## config.mk

```make
export PLATFORM = sky130hd
export DESIGN_NAME = bin2bcd_seq
export DESIGN_NICKNAME = d
export VERILOG_FILES = /design/src/rtl/bin2bcd_pkg.sv /design/src/rtl/bin2bcd_seq_digit_adj.sv /design/src/rtl/bin2bcd_seq.sv
export SDC_FILE = /design/constraint.sdc
export NUM_CORES = 1
export LEC_CHECK = 0
export CAP_MARGIN = 25
export CORE_AREA = 2 2 73 75
export CTS_CLUSTER_DIAMETER = 40
export DETAILED_ROUTE_END_ITERATION = 7
export DIE_AREA = 0 0 75 77
export PLACE_DENSITY = 0.66
export SETUP_SLACK_MARGIN = 0.02
export SLEW_MARGIN = 20
export SYNTH_ARGS = -nofsm -noshare
export SYNTH_HDL_FRONTEND = slang
export SYNTH_HIERARCHICAL = 1
export SYNTH_SLANG_ARGS = --single-unit
```

## constraint.sdc

```tcl
create_clock -name clk -period 1.5 [get_ports clk]
set_input_delay 0.15 -clock clk [delete_from_list [all_inputs] [get_ports clk]]
set_output_delay 0.15 -clock clk [all_outputs]
set_load 0.02 [all_outputs]
```

## src/rtl/bin2bcd_pkg.sv

```systemverilog
// Shared types and constants for the sequential binary-to-BCD converter.
// Imported by the digit correction cell and the converter top.
package bin2bcd_pkg;

  typedef enum logic [1:0] {
    S_IDLE  = 2'd0,
    S_SHIFT = 2'd1,
    S_DONE  = 2'd2
  } state_e;

  localparam logic [3:0] ADD3_TH  = 4'd5;
  localparam logic [3:0] ADD3_VAL = 4'd3;

  function automatic int clog2(input int v);
    int r;
    r = 0;
    for (int i = 0; i < 31; i++) begin
      if ((1 << i) < v) r = i + 1;
    end
    return (r < 1) ? 1 : r;
  endfunction

endpackage

```

## src/rtl/bin2bcd_seq_digit_adj.sv

```systemverilog
// Double-dabble correction cell: a digit of 5 or more gets +3.
// inv_o flags an incoming digit outside 0..9.
module bcd_digit_adj
  import bin2bcd_pkg::*;
(
  input  logic [3:0] d_i,
  output logic [3:0] d_o,
  output logic       inv_o
);

  always_comb begin
    d_o   = d_i;
    inv_o = (d_i > 4'd9);
    if (d_i >= ADD3_TH) d_o = d_i + ADD3_VAL;
  end

endmodule

```

## src/rtl/bin2bcd_seq.sv

```systemverilog
// Sequential shift-and-add-3 binary-to-BCD converter, one bit per clock.
// start/done handshake; result and overflow held between done pulses.
module bin2bcd_seq
  import bin2bcd_pkg::*;
#(
  parameter int BIN_W  = 8,
  parameter int DIGITS = 3
) (
  input  logic                  clk,
  input  logic                  rst_n,
  input  logic                  start,
  input  logic [BIN_W-1:0]      bin_in,
  output logic                  busy,
  output logic                  done,
  output logic [4*DIGITS-1:0]   bcd_out,
  output logic                  overflow
);

  localparam int AW = 4 * DIGITS;
  localparam int CW = clog2(BIN_W);
  localparam logic [CW-1:0] CNT_LAST = CW'(BIN_W - 1);

  state_e           state_q, state_d;
  logic [BIN_W-1:0] sh_q, sh_d;
  logic [AW-1:0]    acc_q, acc_d;
  logic [AW-1:0]    adj;
  logic [DIGITS-1:0] inv;
  logic [CW-1:0]    cnt_q, cnt_d;
  logic             ovf_q, ovf_d;
  logic [AW-1:0]    bcd_q, bcd_d;
  logic             ovo_q, ovo_d;
  logic             done_q, done_d;

  for (genvar g = 0; g < DIGITS; g++) begin : g_adj
    bcd_digit_adj u_adj (
      .d_i   (acc_q[4*g +: 4]),
      .d_o   (adj[4*g +: 4]),
      .inv_o (inv[g])
    );
  end

  always_comb begin
    state_d = state_q;
    sh_d    = sh_q;
    acc_d   = acc_q;
    cnt_d   = cnt_q;
    ovf_d   = ovf_q;
    bcd_d   = bcd_q;
    ovo_d   = ovo_q;
    done_d  = 1'b0;
    unique case (1'b1)
      (state_q == S_IDLE): begin
        if (start) begin
          sh_d    = bin_in;
          acc_d   = '0;
          cnt_d   = '0;
          ovf_d   = 1'b0;
          state_d = S_SHIFT;
        end
      end
      (state_q == S_SHIFT): begin
        {acc_d, sh_d} = {adj, sh_q} << 1;
        // a carry out of the top digit means the value needs more digits
        ovf_d = ovf_q | adj[AW-1] | (|inv);
        if (cnt_q == CNT_LAST) begin
          cnt_d   = '0;
          state_d = S_DONE;
        end else begin
          cnt_d = cnt_q + 1'b1;
        end
      end
      (state_q == S_DONE): begin
        bcd_d   = acc_q;
        ovo_d   = ovf_q;
        done_d  = 1'b1;
        state_d = S_IDLE;
      end
      default: state_d = S_IDLE;
    endcase
  end

  always_ff @(posedge clk or negedge rst_n) begin
    if (!rst_n) begin
      state_q <= S_IDLE;
      sh_q    <= '0;
      acc_q   <= '0;
      cnt_q   <= '0;
      ovf_q   <= 1'b0;
      bcd_q   <= '0;
      ovo_q   <= 1'b0;
      done_q  <= 1'b0;
    end else begin
      state_q <= state_d;
      sh_q    <= sh_d;
      acc_q   <= acc_d;
      cnt_q   <= cnt_d;
      ovf_q   <= ovf_d;
      bcd_q   <= bcd_d;
      ovo_q   <= ovo_d;
      done_q  <= done_d;
    end
  end

  assign busy     = (state_q == S_SHIFT);
  assign done     = done_q;
  assign bcd_out  = bcd_q;
  assign overflow = ovo_q;

endmodule

```

Word level (Yosys, flattened, before mapping)
Index checks and enable logic that the tools add are counted.
- logic and storage cells: 46
- output and inout port bits: 15
- flip-flop bits (word level): 40
- $lt $le $gt $ge: 6
- muxes and demuxes: 16
- eq/ne operators: 5
- bitwise operators: 2
- reductions and logical operators: 5
- add/subtract/negate cells: 4
- operator list (cell ; number):
    12-bit case mux with 2 select lines ; 1
    8-bit case mux with 2 select lines ; 1
    4-bit by 2-bit adder with 4-bit output, second input constant ; 3
    4-bit by 3-bit >= comparator with 1-bit output, second input constant ; 3
    4-bit > comparator, second input constant ; 3
    12-bit 2-to-1 mux ; 1
    4-bit 2-to-1 mux ; 3
    8-bit 2-to-1 mux ; 1
    3-bit 2-to-1 mux ; 2
    3-bit case mux with 2 select lines ; 1
    2-bit 2-to-1 mux ; 2
    2-bit case mux with 2 select lines ; 1
    2-bit AND reduction ; 2
    3-bit by 1-bit adder with 3-bit output, second input constant ; 1
    3-bit equality test, second input constant ; 1
    3-bit OR reduction ; 1
    2-bit by 1-bit equality test with 1-bit output, second input constant ; 1
    2-bit equality test, second input constant ; 1
    2-bit zero test ; 1
    1-bit 2-to-1 mux ; 2
    2-bit by 1-bit inequality test with 1-bit output, second input constant ; 1
    2-bit inequality test, second input constant ; 1
    1-bit bitwise OR ; 2
    1-bit case mux with 2 select lines ; 1
    2-bit nonzero test ; 1

Longest topological paths before layout
Gate-level depths: netlist of the first run.
- depth after elaboration: 5
- depth in mapped cells: 7
- gate-level depth less buffers: 7

Cells and area by module
The synthesis of the first run kept the hierarchy.
- modules (own cells, without submodules) (module ; times used ; seq. area each (µm²) ; cells an instance ; area each (µm²)):
    bin2bcd_seq ; 1 ; 1001.0 ; 121 ; 1616.6
    bcd_digit_adj ; 3 ; 0.0 ; 18 ; 112.6

Worst setup path after synthesis of the first run
Ideal clock, no wire load.
- path type: register to register
- start point: register acc_q[0]
- end point: register acc_q[2]
- data required time: 1.379 ns
- period minus slack after synthesis: 1.362 ns
- setup slack: 0.138 ns
- stages on the path, launching flop included: 6
- setup time: 0.121 ns
- arrival time: 1.241 ns
- cell sequence: dfrtp_1 ha_1 nand2b_1 a21oi_2 mux2i_1 a22o_1
- longest elaborated chain between the ends: 3
- ends and longest elaborated chain (what ; RTL line ; source):
    start: declaration ; bin2bcd_seq.sv:25 ; logic [AW-1:0] acc_q, acc_d;
    start signal: assignment ; bin2bcd_seq.sv:86 ; acc_q <= '0;
    start signal: assignment ; bin2bcd_seq.sv:95 ; acc_q <= acc_d;
    4-bit by 2-bit adder with 4-bit output / 4-bit by 3-bit >= comparator with 1-bit output (equally long branches) ; bin2bcd_seq_digit_adj.sv:14 ; if (d_i >= ADD3_TH) d_o = d_i + ADD3_VAL;
    4-bit 2-to-1 mux (*) ; bin2bcd_seq_digit_adj.sv:14 ;
    net adj[1] ; bin2bcd_seq.sv:26 ; logic [AW-1:0] adj;
    12-bit case mux with 2 select lines (*) ; bin2bcd_seq.sv:51 ; unique case (1'b1)
The timed path passes the listed nets; every way through them passes the cells marked *.
A chain may end at the register's enable or synchronous reset.

Worst setup path in the final report of the first run
- start point: register state_q[1]
- end point: output port busy
- longest elaborated chain between the ends: 1
- ends and longest elaborated chain (what ; RTL line ; source):
    start: declaration ; bin2bcd_seq.sv:23 ; state_e state_q, state_d;
    start signal: assignment ; bin2bcd_seq.sv:93 ; state_q <= state_d;
    2-bit by 1-bit equality test with 1-bit output ; bin2bcd_seq.sv:104 ; assign busy = (state_q == S_SHIFT);
    end: declaration ; bin2bcd_seq.sv:13 ; output logic busy,
Every way passes these cells.

==> results of run 1 <==
-- cell families after synthesis --
logic type	after synthesis
and+or+nand+nor	52
AOI/OAI and AO/OA	40
DFF	40
buffers and inverters	16
muxes	16
adders and majority gates	8
xor gates and xnor gates	3
-- layout make-up --
class / count / area, um2 / area share (%)
flip-flops and latches: 40 / 1000 / 38.9
multi-input cells: 119 / 945 / 36.8
repair buffers: 43 / 414 / 16.1
well taps: 70 / 87.6 / 3.41
clock buffers: 6 / 82.6 / 3.21
inverters: 8 / 30.0 / 1.17
clock inverters: 2 / 10.0 / 0.389
-- cells in the final DEF, fill, tap and decap left out, drive strengths merged, types with 6 or more instances in the layout --
cell type / count
mux2: 13
nor2: 18
clkdlybuf4s50: 23
nor3: 6
a211oi: 6
clkbuf: 6
ha: 8
o21ai: 8
a22o: 14
nand2: 14
nand2b: 10
buf: 18
inv: 8
dfrtp: 40
-- worst max-delay path, stage by stage, from the launching register on --
cell           delay [ns]
dfrtp_1              0.40
nand2b_2             0.22
inv_2                0.08
dlygate4sd2_1        0.33
-- per-layer routing --
| metal | up-vias | part of all wire, % |
|---|---|---|
| li1 | 692 | - |
| met1 | 704 | 48 |
| met2 | 22 | 48 |
| met3 | 5 | 3.0 |
| met4 | 0 | 1.2 |
| met5 | - | 0 |
-- worst min-delay path by stage --
stage | start | endpoint | slack, ns | depth (start not counted)
2_1_floorplan | rst_n | acc_q[0] | -0.15 | 0
3_3_place_gp | rst_n | acc_q[9] | 0.14 | 1
3_5_place_dp | rst_n | acc_q[9] | 0.14 | 1
4_1_cts | rst_n | sh_q[1] | 0.36 | 2
5_1_grt | rst_n | sh_q[1] | 0.39 | 2
6_report | rst_n | sh_q[1] | 0.34 | 2
-- cell usage after synthesis --
master / number / area (um2)
mux2i_1: 3 / 30.0
nor4_1: 1 / 6.26
a211oi_1: 6 / 45.0
o21a_1: 3 / 22.5
o21bai_4: 1 / 18.8
buf_4: 4 / 30.0
xnor2_1: 3 / 26.3
o21ai_0: 4 / 20.0
a22o_1: 14 / 123
nand2b_2: 1 / 8.76
o221a_2: 1 / 11.3
a21oi_1: 1 / 5.00
inv_1: 6 / 22.5
ha_1: 8 / 100
nand2b_1: 9 / 56.3
o31ai_1: 2 / 15.0
inv_2: 2 / 7.51
buf_2: 2 / 10.0
nor3_1: 6 / 30.0
o21ba_4: 1 / 16.3
and2_1: 1 / 6.26
mux2_1: 9 / 101
o21ai_1: 4 / 20.0
nor2_1: 18 / 67.6
buf_6: 1 / 11.3
mux2_2: 4 / 45.0
a21oi_2: 3 / 26.3
nand2_1: 14 / 52.6
or4_1: 1 / 7.51
nor2b_1: 1 / 6.26
dfrtp_1: 40 / 1000
clkbuf_2: 1 / 5.00
-- flip-flops by register name, summed over array words and instances, names as in the netlist --
| register | flops |
|---|---|
| acc_q | 12 |
| bcd_out | 12 |
| cnt_q | 3 |
| done | 1 |
| overflow | 1 |
| ovf_q | 1 |
| sh_q | 8 |
| state_q | 2 |
-- repair_timing --
item / 4_1_cts / 5_1_grt
pin swaps: 0 / 6
setup buffers: 0 / 3
endpoints found under the hold margin: 19 / 0
endpoints found under the setup margin: 1 / 15
gates resized for setup: 1 / 17
hold buffers: 1 / 0
-- power by group through the flow --
stage / logic, uW / clock network (uW) / registers [uW]
after floorplan: 1450 / 0 / 1980
after global placement: 2340 / 0 / 1850
after detailed placement: 2380 / 0 / 1870
after CTS: 2390 / 761 / 1840
after global routing: 2930 / 810 / 1920
final: 2680 / 748 / 1850
-- per-stage QoR --
step	hold slack, ns	power, uW	setup TNS, ns	cells	utilization (%)
final	0.342	5280	0	288	51.6
after global routing	0.388	5660	-0.0122	288	51.6
after CTS	0.362	5000	0	285	49.5
after detailed placement	0.141	4250	0	276	47.4
after global placement	0.140	4190	0	276	47.4
after floorplan	-0.146	3430	0	175	-
==> summary.md, run 1 <==
| Metric | Value |
|---|---|
| Status | complete, no violations |
| Period utilization | 97.5% |
| Maxcap violations | 0 |
| CP max FO | 4 |
| Tmin final | 1.46 ns |
| Reg2reg end | ovf_q |
| Die area | 5780 um2 |
| Post-DP HPWL | 2550 um |
| Origin of the critical flop-to-flop path | acc_q[0] |
| RSZ-0062 raised after global routing | yes |
| Critical path launch point | state_q[1] |
| Highest Clock Rate | 684 MHz |
| Yosys warns | 6 |
| CTS max path bufs | 2 |
| Worst Hold Class | input port to async pin |
| Internal cell power | 3320 uW |
| Synthesized area | 1950 um2 |
| Finished layout cell area | 2570 um2 |
| Initial core utilization | 39.3% |
| IO Count | 26 |
| CTS tree | done |
| Routability cong. | 0.745 |
| Placement Cell Area | 2360 um2 |
| Cell count after synthesis | 175 |
| Clock skew | 0.00469 ns |
| Vias per inst | 4.94 |
| Clock network fraction of total power | 14.2% |
| Adder-Cell Fraction of Synth Area | 5.12% |
| Post-Synth XOR/XNOR Area | 1.34% |
| Cts bufs inserted | 5 |
| Die width | 75 um |
| Total gr overflow | 0 |
| Cell Pwr Density | 2050 nW/um2 |
| Setup WS post-layout | 0.0378 ns |
| Net Sw Power | 1960 uW |
| Vias in the first global route | 1329 |
| Max-slew violation count | 0 |
| Area delta synth->final | 31.5% |
| Core ar. | 4980 um2 |
| Worst rel slew slack | 68.4% |
| Total number of vias | 1423 |
| Clock latency on the worst-skew pair | 0.29 ns |
| Syn nets | 194 |
| Fillcell total | 462 |
| Share of layout cells above drive strength 1 | 22.5% |
| Cell row count | 26 |
| Register bit total from synthesis | 40 |
| Number of diodes | 0 |
| Startpoint Class | register |
| Comb pwr share | 50.7% |
| CP endpoint kind | primary output |
| First-pass GRT wire length | 6170 um |
| CP Capture Point | busy |
| Port bufs | 25 |
| Clock Tree Root | clkbuf_8 |
| R2r setup slk | 0.11 ns |
| Pleak | 0.00115 uW |
| Combinational family with the most area after synthesis | compound AO/OA/AOI/OAI gates |
| M3 GR Usage | 3.55% |
| Synth Area in Compound Gates | 16.5% |
| Antenna violations before repair | 0 |
| Kind of critical path | register to primary output |
| H-tree depth | 2 |
| Place WS | 0.0294 ns |
| Initial DRC count | 83 |
| Worst-Margin Slew | 0.474 ns |
| Sequential share of power | 35.1% |
| 1st-pass router iterations | 4 |
| Final Hold Vio Count | 0 |
| Busiest grt layer | met2 |
| Total GRT Usage | 13.8% |
| DR DRC count | 0 |
| Post-synthesis area per instance | 11.2 um2 |
| Switching portion of total power | 37.2% |
| Reg clk slew, reported paths | 0.08 ns |
| GR Util met2 | 20.5% |
| Aggregate routed wire length | 3760 um |
| Die Y | 77 um |
| Mux cell area share after synthesis | 9.03% |
| Worst Reg-to-Reg Cells | 6 |
| # clock sinks | 40 |
| Synth Area in Simple Gates | 12.4% |
| Nets | 236 |
| Count of different cell masters after synthesis | 32 |
| Pin count of the biggest net entering global routing | 22 |
| Final ANT Viol Nets | 0 |
| Max rail drop VDD | 0.000896 V |
| Seq/Total Area, Yosys | 51.2% |
| Routed len/inst | 13.0 um |
| M1 GR Usage | 19.6% |
| Final setup fails | 0 |
| Critical path arrival | 1.31 ns |
| Req. time, crit path | 1.35 ns |
(Power assumes the default switching activity.)
==> run 2, diff against run 1 <==
--- a/config.mk
+++ b/config.mk
@@ -5,6 +5,7 @@
 export SDC_FILE = /design/constraint.sdc
 export NUM_CORES = 1
 export LEC_CHECK = 0
+export ABC_CLOCK_PERIOD_IN_PS = 1500
 export CAP_MARGIN = 25
 export CORE_AREA = 2 2 73 75
 export CTS_CLUSTER_DIAMETER = 40
==> results of run 2 <==
Final layout, timing and power as in run 1 (identical DEF).
==> edit 1, RTL diff (config.mk and constraints of run 1) <==
`BIN_W`: 8 -> 10.
--- a/src/rtl/bin2bcd_seq.sv
+++ b/src/rtl/bin2bcd_seq.sv
@@ -5,3 +5,3 @@
 #(
-  parameter int BIN_W  = 8,
+  parameter int BIN_W  = 10,
   parameter int DIGITS = 3
Interface: changed (resized bin_in); port bits go from 26 to 28. No check against the original RTL was run, so the function may have changed too.
==> edit 1 against run 1 <==
- design area is 7.0% higher
- sequential power up 9%
- largest power group unchanged
- critical endpoint is now ovf_q
- setup slack improved by 0.035 ns
- die area unchanged
- critical path type is now reg2reg
- routed wire length rose by 3.8%
- first-iteration DRC count decreased by 29%
- sequential cell count increased by 3
- total power is 13% higher
- synthesized area is 10% higher
==> edit 1: results (changes against run 1) <==
status finished clean (unchanged); Worst EP arrival 1.60 ns (was 1.31 ns); met2 wire length 1.80 mm (was 1.79 mm); max_slew headroom 0.728 (was 0.684); R2R setup slack 0.07 ns (was 0.11 ns); maximum vdd drop 1.04 mV (was 0.896 mV); # diodes 0 (unchanged); bufs w/o clock 45 (was 43); proportion of layout cells with a drive suffix above 1 0.236 (was 0.225); post-synthesis mux area share 0.144 (was 0.0903); vias in the first global route 1460 (was 1329); Int Pwr 3770 uW (was 3320 uW); met2 Use GR 0.221 (was 0.205); clock share of power 0.133 (was 0.142); Min Hold Slack 0.311 ns (was 0.342 ns); Post-Route WL 3.90 mm (was 3.76 mm); CLK BUF 8 (was 6); largest net degree at the start of global routing 28 (was 22); initial DRC count 59 (was 83); largest cells by area after synthesis dfrtp_1 50%, mux2_4 6.3%, mux2i_1 6.1% (was dfrtp_1 51%, a22o_1 6.3%, mux2_1 5.2%); Seq Cell Count 43 (was 40); comb_multi_in 129 (was 119); M1 GR Usage 0.213 (was 0.196); Adder-Cell Fraction of Synth Area 0.0466 (was 0.0512); buffering overhead 0.155 (was 0.161); Seq/Total Area, Yosys 0.501 (was 0.512); # resized after CTS 2 (was 1); global routing usage on met3 0.0526 (was 0.0355); Synth top cells by count 43 x dfrtp_1, 27 x nand2_1, 13 x mux2i_1 (was 40 x dfrtp_1, 18 x nor2_1, 14 x a22o_1, 14 x nand2_1); HPWL Detailed 2.70 mm (was 2.55 mm); Yosys cell types 29 (was 32); Power per Cell Area 2180 nW/um^2 (was 2050 nW/um^2); P_leak 0.00130 uW (was 0.00115 uW); multi-input combinational area share 0.374 (was 0.368); Worst Setup SP acc_q[9] (was state_q[1]); register share of the cell area 0.392 (was 0.389); Fill cells 454 (was 462); total track usage 0.151 (was 0.138); post-synthesis compound-gate area fraction 0.141 (was 0.165); metal3 WL 132 um (was 112 um); Max stage delay on crit path 0.38 ns (was 0.40 ns); area post-placement 2570 um^2 (was 2360 um^2); post-synthesis async set-or-reset flop share 1.00 (unchanged); global-route wire length before repair 6.76 mm (was 6.17 mm); Via density 4.85 (was 4.94); switching part of the total 0.370 (was 0.372); Setup crit end ovf_q (was busy)
-- edit 1: cell count changes in the layout (fill, tap and decap cells not counted), moves of 3 or more --
cell | before | now
mux2_4 | 0 | 9
inv_2 | 5 | 2
mux2i_1 | 3 | 13
nand2_1 | 14 | 27
a211oi_1 | 6 | 0
nor2_1 | 18 | 9
nor3_1 | 6 | 1
inv_1 | 3 | 6
mux2_1 | 9 | 0
o21ai_0 | 4 | 11
-- edit 1: stage by stage --
step	worst slack [ns]	std cells
2_1_floorplan	0.128	188
3_3_place_gp	0.0393	293
3_5_place_dp	-0.0462	293
4_1_cts	0.0382	302
5_1_grt	-0.00549	303
6_report	0.0730	303
-- edit 1: critical path, delay by kind of cell, from the launching register on --
family                     cells  cell delay (ns)
buffers and inverters          1             0.10
and+or+nand+nor                2             0.34
AOI/OAI and AO/OA              2             0.28
adders and majority gates      1             0.22
DFF                            1             0.38
==> edit 2, RTL diff (settings of run 1) <==
Without the edit above. Encoding of `state_e`: now one-hot (3 bits for 3 states).
--- a/src/rtl/bin2bcd_pkg.sv
+++ b/src/rtl/bin2bcd_pkg.sv
@@ -4,6 +4,6 @@
 
-  typedef enum logic [1:0] {
-    S_IDLE  = 2'd0,
-    S_SHIFT = 2'd1,
-    S_DONE  = 2'd2
+  typedef enum logic [2:0] {
+    S_IDLE  = 3'b001,
+    S_SHIFT = 3'b010,
+    S_DONE  = 3'b100
   } state_e;
Check against the original RTL: no difference found for any inputs over 10 cycles, from zero or initial values and one cycle with rst_n low; not proved beyond that.
==> edit 2 against run 1 <==
- the flow now finishes with violations (setup timing)
- routed wire length is 9.1% higher
- count of clock-buffer cells in the layout up 2
- setup slack got worse by 0.071 ns
- critical path depth increased by 5
- maximum frequency down 4.7%
- via count increased by 6.3%
- global-route usage increased by 2.2 points
- sequential cell count up 1
- sequential share of layout area down 0.78 points
- design area rose by 4.7%
- final cell count rose by 6.6%
- synthesized area grew 2.2%
Power is not compared: it rests on default switching activity, and its combinational part moved more than twofold at a synthesized area within 25%.
==> edit 2: results (changes against run 1) <==
Post-Route WL 4.10 mm (was 3.76 mm); routed via count 1513 (was 1423); critical path's top delay family simple AND/OR/NAND/NOR gates (was buffers and inverters); setup bufs post-CTS 1 (was 0); max_slew headroom 0.778 (was 0.684); status finished, violations left (was finished clean); failing checks setup timing; HPWL Detailed 2.74 mm (was 2.55 mm); # resized after CTS 15 (was 1); Seq/Total Area, Yosys 0.514 (was 0.512); largest net degree at the start of global routing 23 (was 22); WL/cell 13.3 um (was 13.0 um); Setup-failing EPs final 1 (was 0); Max FO, Critical Path 3 (was 4); M1 GR Usage 0.219 (was 0.196); largest cells by area after synthesis dfrtp_1 50%, mux2_2 7.3%, ha_1 5.0% (was dfrtp_1 51%, a22o_1 6.3%, mux2_1 5.2%); Final GP Congestion 0.766 (was 0.745); Setup WS post-layout -0.0336 ns (was 0.0378 ns); Setup crit end ovf_q (was busy); global routing usage on met3 0.0447 (was 0.0355); R2R cell count 8 (was 6); Worst Setup SP acc_q[9] (was state_q[1]); vias in the first global route 1550 (was 1329); Fill cells 420 (was 462); Synth top cells by count 40 x dfrtp_1, 26 x nand2_1, 14 x nor2_1 (was 40 x dfrtp_1, 18 x nor2_1, 14 x a22o_1, 14 x nand2_1); Mean Syn Cell Area 11.1 um^2 (was 11.2 um^2); Yosys cell types 34 (was 32)
## edit 2: cell type report
type,instances,area share
well taps,70,0.0325
repair buffers,56,0.183
flip-flops and latches,41,0.382
multi-input cells,124,0.356
inverters,8,0.0130
clock buffers,8,0.0335
## edit 2: through the flow
stage,area [um^2],setup slack [ns],hold slack (ns),setup TNS [ns]
after floorplan,2000,0.0359,-0.146,0
after global placement,2450,-0.0958,0.0674,-0.350
after detailed placement,2450,-0.109,0.0702,-0.692
after CTS,2580,-0.00126,0.293,-0.00126
after global routing,2690,-0.0946,0.319,-0.123
final,2690,-0.0336,0.291,-0.0336
## edit 2: logic make-up after synthesis
| kind of cell | synth area share |
|---|---|
| buffers and inverters | 0.0526 |
| adder cells (fa/ha/maj) | 0.0501 |
| flip-flops | 0.514 |
| multiplexers | 0.0883 |
| AO/OA/AOI/OAI | 0.145 |
| XOR/XNOR | 0.0132 |
| AND/OR/NAND/NOR | 0.137 |
